`config.mk`:
```
export PLATFORM = sky130hd
export DESIGN_NAME = pong_input_sched
export DESIGN_NICKNAME = d
export VERILOG_FILES = /design/src/rtl/pong_input_sched.sv
export SDC_FILE = /design/constraint.sdc
export NUM_CORES = 1
export LEC_CHECK = 0
export CAP_MARGIN = 10
export CORE_ASPECT_RATIO = 0.9
export CORE_MARGIN = 8
export CORE_UTILIZATION = 58
export DETAILED_ROUTE_END_ITERATION = 8
export GPL_TIMING_DRIVEN = 0
export HOLD_SLACK_MARGIN = 0.1
export PLACE_DENSITY = 0.8
export RECOVER_POWER = 25
export SKIP_LAST_GASP = 1
export SYNTH_ARGS = -nofsm -noshare
export SYNTH_HDL_FRONTEND = slang
export SYNTH_SLANG_ARGS = --single-unit
export TNS_END_PERCENT = 1
```
`constraint.sdc`:
```
create_clock -name clk_sys -period 4 [get_ports clk_sys]
set_input_delay 0.6 -clock clk_sys [delete_from_list [all_inputs] [get_ports clk_sys]]
set_output_delay 0.6 -clock clk_sys [all_outputs]
set_load 0.005 [all_outputs]
```
`src/rtl/pong_input_sched.sv`:
```
// Input scheduler for the pong core: serialises four credit/start request
// sources into fixed-length coin_sw pulses and drives both paddle positions.
module pong_input_sched #(
  parameter int PULSE_CYC = 358000,
  parameter int GAP_CYC   = 1432000,
  parameter int STEP_DIV  = 11932,
  parameter int ANA_THR   = 16
) (
  input  logic       clk_sys,
  input  logic       reset,
  input  logic [3:0] req,
  input  logic [7:0] ana0,
  input  logic [7:0] ana1,
  input  logic [1:0] dig_up,
  input  logic [1:0] dig_dn,
  output logic       coin_sw,
  output logic       busy,
  output logic [1:0] grant_id,
  output logic [1:0] dig_mode,
  output logic [7:0] paddle1_vpos,
  output logic [7:0] paddle2_vpos
);

  localparam int CNT_MAX = (PULSE_CYC > GAP_CYC) ? PULSE_CYC : GAP_CYC;
  localparam int CNT_W   = $clog2(CNT_MAX + 1);
  localparam int DIV_W   = $clog2(STEP_DIV + 1);

  typedef enum logic [1:0] {
    S_IDLE,
    S_PULSE,
    S_GAP
  } state_t;

  state_t             r_state, w_state_nxt;
  logic [CNT_W-1:0]   r_cnt, w_cnt_nxt;
  logic [3:0]         r_pending, w_pending_nxt;
  logic [3:0]         r_req_prev;
  logic [1:0]         r_grant, w_grant_nxt;
  logic [3:0]         w_edge;
  logic [3:0]         w_req_all;
  logic [1:0]         w_sel;

  assign w_edge    = req & ~r_req_prev;
  assign w_req_all = r_pending | w_edge;

  // NOTE: sequential state uses non-blocking assignments so every flop
  // samples the pre-edge values of its neighbours, regardless of block order.
  always_ff @(posedge clk_sys) begin
    if (reset) begin
      r_state    <= S_IDLE;
      r_cnt      <= '0;
      r_pending  <= '0;
      r_grant    <= '0;
      r_req_prev <= req;
    end else begin
      r_state    <= w_state_nxt;
      r_cnt      <= w_cnt_nxt;
      r_pending  <= w_pending_nxt;
      r_grant    <= w_grant_nxt;
      r_req_prev <= req;
    end
  end

  // Lowest set index wins; scanning downwards lets the last hit be bit 0.
  always_comb begin
    w_sel = 2'd0;
    for (int i = 3; i >= 0; i--) begin
      if (w_req_all[i]) w_sel = 2'(i);
    end
  end

  // NOTE: every output of this block is given a default first, so no path
  // leaves a signal unassigned and no latch is inferred.
  always_comb begin
    w_state_nxt   = r_state;
    w_cnt_nxt     = r_cnt;
    w_pending_nxt = w_req_all;
    w_grant_nxt   = r_grant;
    case (r_state)
      S_IDLE: begin
        if (|w_req_all) begin
          w_grant_nxt   = w_sel;
          w_pending_nxt = w_req_all & ~(4'b0001 << w_sel);
          w_state_nxt   = S_PULSE;
          w_cnt_nxt     = '0;
        end
      end
      S_PULSE: begin
        if (r_cnt == CNT_W'(PULSE_CYC - 1)) begin
          w_state_nxt = S_GAP;
          w_cnt_nxt   = '0;
        end else begin
          w_cnt_nxt = r_cnt + CNT_W'(1);
        end
      end
      S_GAP: begin
        if (r_cnt == CNT_W'(GAP_CYC - 1)) begin
          w_state_nxt = S_IDLE;
          w_cnt_nxt   = '0;
        end else begin
          w_cnt_nxt = r_cnt + CNT_W'(1);
        end
      end
      default: begin
        w_state_nxt = S_IDLE;
        w_cnt_nxt   = '0;
      end
    endcase
  end

  assign coin_sw  = (r_state == S_PULSE);
  assign busy     = (r_state != S_IDLE);
  assign grant_id = r_grant;

  // Free-running step divider paces the digital paddle ramp.
  logic [DIV_W-1:0] r_div;
  logic             w_tick;

  assign w_tick = (r_div == DIV_W'(STEP_DIV - 1));

  always_ff @(posedge clk_sys) begin
    if (reset)       r_div <= '0;
    else if (w_tick) r_div <= '0;
    else             r_div <= r_div + DIV_W'(1);
  end

  logic [7:0] r_pos     [2];
  logic [7:0] r_ana_ref [2];
  logic [1:0] r_dig_mode;
  logic [7:0] w_ana     [2];
  logic [8:0] w_diff    [2];
  logic [8:0] w_abs     [2];
  logic [1:0] w_far;
  logic [1:0] w_btn;

  assign w_ana[0] = ana0;
  assign w_ana[1] = ana1;
  assign w_btn    = dig_up | dig_dn;

  // Bit 8 of the 9-bit difference is the sign; magnitude never exceeds 255.
  always_comb begin
    for (int n = 0; n < 2; n++) begin
      w_diff[n] = {1'b0, w_ana[n]} - {1'b0, r_ana_ref[n]};
      w_abs[n]  = w_diff[n][8] ? (~w_diff[n] + 9'd1) : w_diff[n];
      w_far[n]  = (w_abs[n] >= 9'(ANA_THR));
    end
  end

  // NOTE: these small arrays are plain flops rather than a RAM, so they are
  // reset like any other register.
  always_ff @(posedge clk_sys) begin
    if (reset) begin
      for (int n = 0; n < 2; n++) begin
        r_pos[n]     <= 8'h80;
        r_ana_ref[n] <= 8'h00;
      end
      r_dig_mode <= 2'b00;
    end else begin
      for (int n = 0; n < 2; n++) begin
        if (!r_dig_mode[n]) begin
          if (w_btn[n]) begin
            r_dig_mode[n] <= 1'b1;
            r_ana_ref[n]  <= w_ana[n];
          end else begin
            r_pos[n] <= w_ana[n];
          end
        end else if (w_btn[n]) begin
          r_ana_ref[n] <= w_ana[n];
          if (w_tick) begin
            if (dig_up[n] && !dig_dn[n]) begin
              if (r_pos[n] != 8'h00) r_pos[n] <= r_pos[n] - 8'd1;
            end else if (dig_dn[n] && !dig_up[n]) begin
              if (r_pos[n] != 8'hFF) r_pos[n] <= r_pos[n] + 8'd1;
            end
          end
        end else if (w_far[n]) begin
          r_dig_mode[n] <= 1'b0;
        end
      end
    end
  end

  assign dig_mode     = r_dig_mode;
  assign paddle1_vpos = r_pos[0];
  assign paddle2_vpos = r_pos[1];

endmodule

```
==> results.txt <==
----------------------------------------------------
[Global route]
  Vias in the first global route ... 4296
  Number of antenna violations at the first check in global routing ... 0
  Largest net degree at the start of global routing ... 15
  Global-route usage over all layers ... 0.195
  Global-route wire length before repair ... 19500 um
  Leftover overflow at the end of global routing ... 0

[Power and ir drop]
  Power density over the cells ... 373 nW/um^2
  P_sw ... 0.000703 W
  Worst ir drop on vdd ... 0.000395 V
  Portion of total power attributed to combinational logic ... 0.276
  Proportion of power drawn by flip-flops and latches ... 0.429
  Int Power ... 0.00154 W
  Static leakage power ... 2.30 nW
  Sw frac ... 0.314
  Fraction of power consumed by the clock network ... 0.295

[Die]
  Chip width ... 116 um
  Number of core rows ... 32
  Top-level I/O count ... 48
  Area of the die ... 12200 um^2
  DIE HEIGHT ... 106 um
  Initial cell density of the core ... 0.601
  Standard cell core area ... 8610 um^2

[Clocking]
  Clock-pin slew on the worst setup and hold paths ... 0.09 ns
  CTS tree ... built
  Resized Gates After CTS ... 0
  Insertion delay of the later-clocked pin in the worst-skew pair ... 0.37 ns
  Post-CTS Setup Repair Bufs ... 0
  Number of clock sinks seen by CTS ... 81
  Number of H-tree branching levels ... 3
  CTS buffer count ... 9
  Cell chosen for the clock root ... sky130_fd_sc_hd__clkbuf_8
  Worst-case clock buffer depth ... 2
  Post-CTS Hold Buffers ... 0

[Drt]
  Avg Vias per Cell ... 5.76
  Total wire length after detailed routing ... 11700 um
  ANT nets after route ... 0
  Violation count after the first detailed-routing iteration ... 253
  Vias after detailed routing ... 4329
  Post-route DRC violation count ... 0
  Average detailed-routed wire length per instance ... 15.5 um
  Total iterations of the first detailed-routing run ... 5

[Critical path]
  Category of the critical setup timing path ... register to register
  Kind of start point of the critical path ... register
  Crit end category ... register
  Worst-path maximum fanout ... 8
  Arrival time at the worst endpoint ... 3.75 ns
  Worst endpoint required time ... 4.11 ns

[Placed design]
  Number of input and output port buffers inserted ... 47
  Detailed placement HPWL ... 8770 um
  Weighted congestion at the end of routability-driven global placement ... 0.859

[Synthesis]
  Count of unique library cells instantiated by Yosys ... 69
  Top cells by count, synth ... 67 x sky130_fd_sc_hd__nor2_1, 49 x sky130_fd_sc_hd__dfxtp_1, 43 x sky130_fd_sc_hd__nand2_1
  Most used standard cell by instance count after synthesis ... sky130_fd_sc_hd__nor2_1
  Net count of the mapped netlist ... 630
  Sequential area share after synthesis ... 0.375
  Share of the synthesized area in the top cell type ... 0.190
  Cell area after synthesis ... 5170 um^2
  Leading cell types by total area after synthesis ... sky130_fd_sc_hd__dfxtp_1 19%, sky130_fd_sc_hd__edfxtp_1 19%, sky130_fd_sc_hd__ha_1 7.7%
  Gate count of the mapped netlist ... 569
  Number of enable flip-flop cells after synthesis ... 32
  Synth Area per Inst ... 9.09 um^2
  Post-synthesis async set-or-reset flop share ... 0
  Synthesis-stage register bit count ... 81
  Most used DFF post-synth ... sky130_fd_sc_hd__dfxtp_1
  Yosys warnings ... 0
  Area leader, netlist ... sky130_fd_sc_hd__dfxtp_1

[Layout]
  Synthesis-to-layout area growth ... 16.1%
  Share of post-route cells with drive strength above 1 ... 0.0649
  Sequential cell area ... 1940 um^2
  Count of antenna diodes in the layout ... 0
  Number of fill cells ... 675
  Final net count ... 688
  Total area of multi-input combinational cells ... 3000 um^2

[STA]
  Highest attainable clock frequency ... 0.275 GHz
  Ratio of final minimum period to clock period ... 0.909
  Final-report max-slew violation count ... 0
  Tightest slew margin relative to the limit ... 0.331
  Number of hold violations in the final report ... 0
  Slew at the pin closest to its max-slew limit ... 0.979 ns
  Clock period minus worst slack ... 3.64 ns
  Setup repair after global routing missed its margin ... false
  Final Skew ... 0.0126 ns
  Minimum hold slack ... 0.505 ns
  Setup-failing EPs final ... 0
  Sum of negative setup slack ... 0 ns

[Min path]
  Type of the most critical hold path ... register to register

[Run status]
  Run status ... finished, final reports clean

[Job]
  Number of violations of the max-capacitance limit ... 0

----------------------------------------------------
worst paths after layout:
kind	start	to	slack (ns)	cells after the start
max reg2reg	r_div[0]	r_pos[1][7]	0.36	13
max	r_div[0]	r_pos[1][7]	0.36	13
min reg2reg	r_div[0]	r_div[0]	0.50	1
min	r_div[0]	r_div[0]	0.50	1
critical path: stages, from the launching register on:
cell and delay [ns]:
sky130_fd_sc_hd__dfxtp_1 0.40, sky130_fd_sc_hd__ha_1 0.25, sky130_fd_sc_hd__and4b_1 0.27, sky130_fd_sc_hd__nand4_4 0.20, sky130_fd_sc_hd__nand2b_1 0.23, sky130_fd_sc_hd__or2_2 0.41
sky130_fd_sc_hd__ha_1 0.30, sky130_fd_sc_hd__a21o_1 0.17, sky130_fd_sc_hd__a21oi_1 0.21, sky130_fd_sc_hd__nor2b_1 0.09, sky130_fd_sc_hd__or4_1 0.40, sky130_fd_sc_hd__a21oi_1 0.20
sky130_fd_sc_hd__xnor2_1 0.16, sky130_fd_sc_hd__mux2i_1 0.09
per-stage QoR:
step	power (W)	setup slack, ns	instances	util	cell area (um^2)
2_1_floorplan	0.00139	0.756	569	-	5170
3_3_place_gp	0.00157	0.0642	735	0.673	5790
3_5_place_dp	0.00160	0.0117	735	0.673	5790
4_1_cts	0.00224	0.368	751	0.698	6010
5_1_grt	0.00236	0.147	751	0.698	6000
6_report	0.00224	0.365	751	0.698	6000
power groups by stage:
stage / sequential (W) / clock, W / combinational, W
global placement: 0.000977 / 0 / 0.000590
detailed placement: 0.000980 / 0 / 0.000616
CTS: 0.000962 / 0.000660 / 0.000623
finish: 0.000961 / 0.000661 / 0.000620
global route: 0.000968 / 0.000697 / 0.000692
floorplan: 0.000974 / 0 / 0.000421
logic make-up (layout without fill, tap and decap cells):
group / Yosys count / after routing / share of synthesized area
adders and majority gates: 35 / 35 / 0.0890
and+or+nand+nor: 236 / 236 / 0.250
DFF: 81 / 81 / 0.375
buffers and inverters: 53 / 116 / 0.0433
AOI/OAI and AO/OA: 103 / 103 / 0.137
muxes: 6 / 6 / 0.0119
xor gates and xnor gates: 55 / 55 / 0.0931
cells in the final DEF, fill, tap and decap left out, drive strengths merged, types with 3 or more instances in the layout:
cell type	n
nor2	68
dfxtp	49
nand2	43
inv	40
ha	32
clkdlybuf4s50	32
edfxtp	32
a21oi	32
xor2	31
xnor2	24
nand3	21
clkbuf	21
and2	17
o21ai	16
dlygate4sd3	15
nor3	12
nand4	11
nor2b	9
nand2b	9
a211oi	9
a21o	8
nor4	8
o22ai	7
mux2i	5
a22oi	5
buf	5
o21bai	4
nand3b	4
or3	4
and3	4
nor4b	4
and4b	3
or2	3
and4	3
fa	3
or4	3
area by class of cell:
| class | instances | area share |
|---|---|---|
| buffer | 13 | 0.0123 |
| clock buffer | 13 | 0.0283 |
| clock inverter | 3 | 0.00792 |
| inverter | 40 | 0.0250 |
| multi-input combinational | 435 | 0.500 |
| sequential | 81 | 0.323 |
| tap | 119 | 0.0248 |
| timing repair buffer | 47 | 0.0783 |
flip-flops by register name (all words and copies together), names as in the netlist:
register,flops
r_ana_ref,16
r_req_prev,4
r_state,2
r_pending,4
r_div,14
dig_mode,2
r_pos,16
grant_id,2
r_cnt,21
layer usage:
layer / track usage / share of wire / wire length (um)
met1: 0.237 / 0.45 / 5270
met2: 0.334 / 0.48 / 5550
met3: 0.0365 / 0.061 / 712
met4: 0.0694 / 0.012 / 144
met5: 0 / 0 / 0
No activity file was read; power rests on OpenSTA's default activity.
